--- src/rtl/color_button_scanner.sv ---
// Color-button matrix scanner: drives active-low rows, debounces the shared
// return line per row, and keeps a toggle lamp state per button.
module color_button_scanner #(
   parameter int unsigned SCAN_DIV   = 1000,
   parameter int unsigned DEBOUNCE_N = 4
) (
   input  logic       clk,
   input  logic       rst_n,
   input  logic       i_sense,
   input  logic       i_clear,
   output logic [3:0] o_scan,
   output logic [3:0] o_press,
   output logic [3:0] o_pressed,
   output logic [3:0] o_led_n
);

   localparam int unsigned DIV_W = (SCAN_DIV > 1) ? $clog2(SCAN_DIV) : 1;
   localparam int unsigned CNT_W = (DEBOUNCE_N > 1) ? $clog2(DEBOUNCE_N) : 1;
   localparam logic [DIV_W-1:0] DIV_LAST = DIV_W'(SCAN_DIV - 1);
   localparam logic [CNT_W-1:0] CNT_LAST = CNT_W'(DEBOUNCE_N - 1);

   logic [DIV_W-1:0] r_div;
   logic [1:0]       r_row;
   logic             r_sync1;
   logic             r_sync2;
   logic [CNT_W-1:0] r_cnt [4];
   logic [3:0]       r_stable;
   logic [3:0]       r_press;
   logic [3:0]       r_led;

   logic             w_wrap;
   logic             w_raw;
   logic [CNT_W-1:0] w_cnt_nxt [4];
   logic [3:0]       w_stable_nxt;
   logic [3:0]       w_rise;

   assign w_wrap = (r_div == DIV_LAST);
   assign w_raw  = ~r_sync2;

   // Only the row selected during the finishing dwell is sampled, on its wrap cycle.
   always_comb begin
      w_cnt_nxt    = r_cnt;
      w_stable_nxt = r_stable;
      if (w_wrap) begin
         if (w_raw == r_stable[r_row]) begin
            w_cnt_nxt[r_row] = '0;
         end else if (r_cnt[r_row] == CNT_LAST) begin
            w_stable_nxt[r_row] = w_raw;
            w_cnt_nxt[r_row]    = '0;
         end else begin
            w_cnt_nxt[r_row] = r_cnt[r_row] + CNT_W'(1);
         end
      end
      w_rise = w_stable_nxt & ~r_stable;
   end

   always_ff @(posedge clk or negedge rst_n) begin
      if (!rst_n) begin
         r_div    <= '0;
         r_row    <= '0;
         r_sync1  <= 1'b1;
         r_sync2  <= 1'b1;
         r_cnt    <= '{default: '0};
         r_stable <= '0;
         r_press  <= '0;
         r_led    <= '1;
      end else begin
         r_div    <= w_wrap ? '0 : r_div + DIV_W'(1);
         if (w_wrap) begin
            r_row <= r_row + 2'd1;
         end
         r_sync1  <= i_sense;
         r_sync2  <= r_sync1;
         r_cnt    <= w_cnt_nxt;
         r_stable <= w_stable_nxt;
         r_press  <= w_rise;
         // Clear overrides a simultaneous toggle; the press pulse still goes out.
         r_led    <= i_clear ? '1 : (r_led ^ w_rise);
      end
   end

   assign o_scan    = ~(4'b0001 << r_row);
   assign o_press   = r_press;
   assign o_pressed = r_stable;
   assign o_led_n   = r_led;

endmodule

--- config.mk ---
export PLATFORM = sky130hd
export DESIGN_NAME = color_button_scanner
export DESIGN_NICKNAME = d
export VERILOG_FILES = /design/src/rtl/color_button_scanner.sv
export SDC_FILE = /design/constraint.sdc
export NUM_CORES = 1
export LEC_CHECK = 0
export BUFFER_PORTS_ARGS = -buffer_cell sky130_fd_sc_hd__buf_2
export CORE_ASPECT_RATIO = 0.5
export CORE_MARGIN = 2
export CORE_UTILIZATION = 55
export CTS_CLUSTER_SIZE = 10
export DETAILED_ROUTE_END_ITERATION = 7
export PLACE_DENSITY = 0.77
export SKIP_CTS_REPAIR_TIMING = 1
export SYNTH_ARGS = -nofsm -noshare
export SYNTH_HDL_FRONTEND = slang
export SYNTH_SLANG_ARGS = --single-unit
--- constraint.sdc ---
create_clock -name clk -period 2.7 [get_ports clk]
set_input_delay 0.54 -clock clk [delete_from_list [all_inputs] [get_ports clk]]
set_output_delay 0.54 -clock clk [all_outputs]
set_load 0.02 [all_outputs]
==> results.sh, run 1 <==
export IMPL_outcome="finished clean"
export IMPL_synth_area_leaders="dfrtp_1, dfstp_2, mux2_2"
export IMPL_wl_per_cell_um=15.5
export IMPL_clkTransAtPathRegs_ps=60
export IMPL_async_flop_share=1.00
export IMPL_seq_power_share=0.578
export IMPL_worstPathArrival_ps=2420
export IMPL_path_buf_inv=0
export IMPL_rsz0062_at_grt="false"
export IMPL_grt_overflow=0
export IMPL_reg2reg_depth=6
export IMPL_portBuffers=19
export IMPL_dp_hpwl_um=2300
export IMPL_cp_top_family="simple AND/OR/NAND/NOR gates"
export IMPL_internal_power_uw=712
export IMPL_rrSetupSlack_ps=500
export IMPL_placed_area_um2=1770
export IMPL_slowest_delay_ps=460
export IMPL_ys_seq_elements=34
export IMPL_path_depth=6
export IMPL_die_area_um2=3450
export IMPL_setup_viol=0
export IMPL_die_h_um=42.6
export IMPL_clockRootBuffer="clkbuf_8"
export IMPL_vdd_drop_max_mv=0.289
export IMPL_regToRegStartpoint="r_row[0]"
export IMPL_maxSlewViolCount=0
export IMPL_syn_to_final_growth_pct=12.9
export IMPL_post_route_cell_area_um2=1850
export IMPL_critPathKind="flop to flop"
export IMPL_via_count=1167
export IMPL_wl_met1_um=1510
export IMPL_required_ps=2920
export IMPL_clk_latency_ps=280
export IMPL_initial_core_util=0.602
export IMPL_die_x_um=81.1
export IMPL_yosys_area_top_type_share=0.428
export IMPL_hold_class="input port to async pin"
export IMPL_dr_pass1_iters=6
export IMPL_place_congestion=0.803
export IMPL_wl_met3_um=201
export IMPL_syn_area_per_cell_um2=11.6
export IMPL_post_route_min_period_ps=2200
export IMPL_cp_start_kind="flop"
export IMPL_drt_iter0_markers=98
export IMPL_p_switching_uw=179
export IMPL_routed_via_density=5.84
export IMPL_max_slew_margin_rel=0.519
export IMPL_yosys_warnings=0
export IMPL_netlist_area_um2=1640
export IMPL_clk_path_buf_depth=2
export IMPL_r2r_end="o_led_n[2]"
export IMPL_final_cell_mix="dfrtp_1, buf_2, inv_1"
export IMPL_worst_pin_slew_ps=722
export IMPL_cp_slowest_cell="dfrtp_1"
export IMPL_numClockSinks=34
export IMPL_swShare=0.201
export IMPL_synth_nets=151
export IMPL_finalHoldViolCount=0
export IMPL_p_leak_uw=0.000860
export IMPL_nNetsFinal=174
export IMPL_tritoncts="yes"
export IMPL_fmax_mhz=454
export IMPL_grt_pass1_wl_um=5250
export IMPL_finalCritPeriodShare=0.816
export IMPL_num_antenna_cells=0
export IMPL_path_cells="mux4_1 -> ha_1 -> nor2b_1 -> nand4_1 -> or4_1 -> nand3_1"
export IMPL_wl_met2_um=1350
export IMPL_topRoutingLayerUsed="met4"
export IMPL_fin_skew_ps=7.34
export IMPL_rows=13
export IMPL_synth_top_area_cell="dfrtp_1"
export IMPL_drc=0
export IMPL_dominantRegCellSynth="dfrtp_1"
export IMPL_fin_setup_tns_ps=0
export IMPL_antenna_found_initial=0
export IMPL_max_cap_violations=0
export IMPL_ys_seq_area_frac=0.524
export IMPL_share_comb_of_total_power=0.017
export IMPL_synth_cells=141
export IMPL_grt_max_degree=35
export IMPL_power_density_nw_per_um2=482
export IMPL_first_global_vias=1099
export IMPL_ant_nets=0
export IMPL_synth_edf_count=0
export IMPL_numCtsBuffers=5
export IMPL_htreeDepth=2
export IMPL_drive_gt1_frac=0.264
export IMPL_core_area_um2=2720
export IMPL_p_clk_frac=0.405
export IMPL_grtUsageTotal=0.210
export IMPL_cp_end_kind="flop"
export IMPL_wl_um=3110
export IMPL_io_pins=20
export IMPL_cp_max_fo=8
export IMPL_netlist_cell_type_count=32
export IMPL_final_common_cell="dfrtp_1"
-- worst register-to-register path, delay by kind of cell, from the launching register on --
| kind | cells | cell delay [ps] |
|---|---|---|
| mux | 1 | 400 |
| fa+ha+maj | 1 | 310 |
| simple gates | 4 | 980 |
| flops | 1 | 460 |
-- registers in the layout, indices dropped and copies added, names as in the netlist --
signal / cells
r_sync2: 1
r_row: 2
r_sync1: 1
r_cnt: 8
o_pressed: 4
o_led_n: 4
o_press: 4
r_div: 10
-- kinds of logic after synthesis --
family,Yosys count,synth area share
AOI/OAI and AO/OA,9,0.0382
xor gates and xnor gates,8,0.0428
adders and majority gates,6,0.0459
buffers and inverters,16,0.0420
DFF,34,0.524
muxes,15,0.125
and+or+nand+nor,53,0.181
-- layout make-up --
class                      count  area, um^2
fill                         197         868
sequential                    34         858
multi-input combinational     91         709
timing repair buffer          21         110
clock buffer                   6        82.6
tap                           37        46.3
inverter                      11        41.3
-- metal layers --
metal | vias to the layer above | global-route usage
met1 | 567 | 0.283
met2 | 43 | 0.309
met5 | - | 0
met3 | 6 | 0.0862
met4 | 0 | 0.0644
li1 | 551 | -
-- metrics by stage --
stage | utilization | total power, uW | setup slack, ps | hold slack [ps] | instances
floorplan | - | 527 | 715 | 244 | 141
global placement | 0.650 | 539 | 633 | 347 | 194
detailed placement | 0.650 | 540 | 567 | 347 | 194
CTS | 0.680 | 897 | 529 | 340 | 200
global route | 0.680 | 932 | 354 | 349 | 200
finish | 0.680 | 891 | 497 | 314 | 200
-- worst max-delay path by stage --
| stage | startpoint | end | slack, ps |
|---|---|---|---|
| after floorplan | r_row[0] | o_led_n[3] | 720 |
| after global placement | r_row[0] | o_led_n[3] | 630 |
| after detailed placement | r_row[0] | o_led_n[3] | 570 |
| after CTS | r_row[0] | o_led_n[2] | 530 |
| after global routing | r_row[0] | o_led_n[3] | 350 |
| final | r_row[0] | o_led_n[2] | 500 |
-- power groups by stage --
stage                     registers (uW)  clock network, uW  logic, uW
after floorplan                      522                  0       4.80
after global placement               524                  0       15.4
after detailed placement             524                  0       16.1
after CTS                            515                366       16.1
after global routing                 515                399       18.3
final                                515                361       15.2
-- Yosys cell counts, drive strengths merged (2+ instances only) --
cell type	count
or4	4
clkbuf	2
mux2i	4
xnor2	4
xor2	4
nor2b	3
ha	6
a22o	2
o21ai	3
nor4	3
nand3	6
nand4	9
buf	3
dfrtp	28
dfstp	6
mux4	3
o31ai	4
nand2	8
nand4b	2
nor3	4
mux2	8
inv	11
nor2	9
No activity file was read; power rests on OpenSTA's default activity.
==> inputs of run 2 (changes only) <==
--- a/config.mk
+++ b/config.mk
@@ -8,10 +8,10 @@
 export BUFFER_PORTS_ARGS = -buffer_cell sky130_fd_sc_hd__buf_2
 export CORE_ASPECT_RATIO = 0.5
 export CORE_MARGIN = 2
-export CORE_UTILIZATION = 55
+export CORE_UTILIZATION = 51
 export CTS_CLUSTER_SIZE = 10
 export DETAILED_ROUTE_END_ITERATION = 7
-export PLACE_DENSITY = 0.77
+export PLACE_DENSITY = 0.75
 export SKIP_CTS_REPAIR_TIMING = 1
 export SYNTH_ARGS = -nofsm -noshare
 export SYNTH_HDL_FRONTEND = slang
==> constraint.sdc (replaced) <==
create_clock -name clk -period 2 [get_ports clk]
set_input_delay 0.4 -clock clk [delete_from_list [all_inputs] [get_ports clk]]
set_output_delay 0.4 -clock clk [all_outputs]
set_load 0.02 [all_outputs]
==> run 2 against run 1 <==
Net effect: wire length grew 0.64%; flip-flop and latch count unchanged; highest routed layer unchanged; worst hold slack got worse by 140 ps; cell count increased by 5.5%; sequential share of layout area decreased by 1.5 points; global-route usage shrank 2.3 points; critical path depth down 1; clock skew rose by 5.2 ps.
==> results.sh, run 2 (synthesized netlist as in run 1, its figures left out) <==
export IMPL_outcome="finished clean"
export IMPL_rsz0062_at_grt="false"
export IMPL_post_route_min_period_ps=1910
export IMPL_path_cells="buf_4 -> inv_1 -> ha_1 -> inv_1 -> buf_2"
export IMPL_power_density_nw_per_um2=626
export IMPL_routed_via_density=5.66
export IMPL_setup_viol=0
export IMPL_first_global_vias=1164
export IMPL_dr_pass1_iters=4
export IMPL_clk_path_buf_depth=2
export IMPL_finalCritPeriodShare=0.956
export IMPL_cp_max_fo=4
export IMPL_largestRegisters="r_div x10, r_cnt x8"
export IMPL_grt_pass1_wl_um=5200
export IMPL_worst_pin_slew_ps=735
export IMPL_final_cell_mix="dfrtp_1, buf_2, inv_1"
export IMPL_required_ps=1600
export IMPL_seq_power_share=0.582
export IMPL_nNetsFinal=180
export IMPL_fin_skew_ps=12.6
export IMPL_maxSlewViolCount=0
export IMPL_htreeDepth=2
export IMPL_place_congestion=0.839
export IMPL_wl_per_cell_um=14.8
export IMPL_fin_setup_tns_ps=0
export IMPL_via_count=1195
export IMPL_numClockSinks=34
export IMPL_final_common_cell="dfrtp_1"
export IMPL_grt_max_degree=35
export IMPL_finalPower_uw=1200
export IMPL_core_area_um2=3030
export IMPL_cp_end_kind="output pin"
export IMPL_portBuffers=19
export IMPL_initial_core_util=0.540
export IMPL_cp_slowest_cell="dfrtp_2"
export IMPL_cpMostUsedCell="inv_1"
export IMPL_max_slew_margin_rel=0.510
export IMPL_die_area_um2=3710
export IMPL_numCtsBuffers=5
export IMPL_ant_nets=0
export IMPL_top_register="r_div"
export IMPL_rrSetupSlack_ps=100
export IMPL_swShare=0.210
export IMPL_worstPathArrival_ps=1510
export IMPL_p_clk_frac=0.399
export IMPL_max_cap_violations=0
export IMPL_finalHoldViolCount=0
export IMPL_cp_start_kind="flop"
export IMPL_syn_to_final_growth_pct=16.8
export IMPL_die_h_um=44.1
export IMPL_io_pins=20
export IMPL_clockRootBuffer="clkbuf_8"
export IMPL_grt_overflow=0
export IMPL_post_route_cell_area_um2=1910
export IMPL_num_antenna_cells=0
export IMPL_slowest_delay_ps=440
export IMPL_hold_class="input port to async pin"
export IMPL_share_comb_of_total_power=0.019
export IMPL_drive_gt1_frac=0.316
export IMPL_internal_power_uw=945
export IMPL_drt_iter0_markers=62
export IMPL_die_x_um=84.1
export IMPL_fmax_mhz=523
export IMPL_drc=0
export IMPL_reg2reg_depth=4
export IMPL_p_switching_uw=252
export IMPL_placed_area_um2=1810
export IMPL_grtUsageTotal=0.187
export IMPL_vdd_drop_max_mv=0.314
export IMPL_clkTransAtPathRegs_ps=70
export IMPL_p_leak_uw=0.000884
export IMPL_rows=14
export IMPL_dp_hpwl_um=2290
export IMPL_fillerInstances=235
export IMPL_antenna_found_initial=0
export IMPL_tritoncts="yes"
export IMPL_critPathKind="flop to output pin"
export IMPL_largest_reg_flops=10
export IMPL_clk_latency_ps=280
export IMPL_wl_um=3130
run 2: cell count changes in the layout (fill, tap and decap cells not counted), moves of 2 or more:
cell / previous run / this run
buf_4: 2 / 8
clkbuf_1: 0 / 3
ha_1: 6 / 4
ha_2: 0 / 2
run 2: power groups by stage:
stage	combinational (uW)	clock, uW	sequential [uW]
3_5_place_dp	23.3	0	708
6_report	23.1	477	696
4_1_cts	23.5	489	695
5_1_grt	27.1	512	696
2_1_floorplan	6.48	0	705
3_3_place_gp	22.6	0	708
run 2: layout make-up:
type                    instances  area, um^2  share of cell area
flip-flops and latches         34         860               0.450
well taps                      40        50.0              0.0262
repair buffers                 27         155              0.0812
inverters                      11        41.3              0.0216
multi-input cells              91         726               0.380
clock buffers                   8        80.1              0.0419
run 2: worst paths after layout:
path	startpoint	endpoint
setup / recovery	r_row[0]	o_scan[2]
hold / removal	rst_n	r_div[6]
setup reg to reg	r_row[0]	r_cnt[5]
hold reg to reg	r_sync1	r_sync2
max in group asynchronous	rst_n	r_row[0]
min in group clk	i_sense	r_sync1
run 2: critical path: cells and delay by family (launching register included):
kind / cells / cell delay (ps)
adders and majority gates: 1 / 260
buffers and inverters: 4 / 530
DFF: 1 / 440
run 2: routing by layer:
metal / global-route usage / vias to the layer above / share of wire
li1: - / 566 / -
met1: 0.244 / 586 / 0.48
met2: 0.308 / 38 / 0.46
met3: 0.0504 / 5 / 0.053
met4: 0.0742 / 0 / 0.012
met5: 0 / - / 0
run 2: metrics by stage:
stage	cells	hold WS, ps	utilization	setup WS [ps]
2_1_floorplan	141	104	-	15.3
3_3_place_gp	203	347	0.599	103
3_5_place_dp	203	348	0.599	50.5
4_1_cts	211	211	0.625	22.3
5_1_grt	211	214	0.631	8.12
6_report	211	177	0.631	87.3
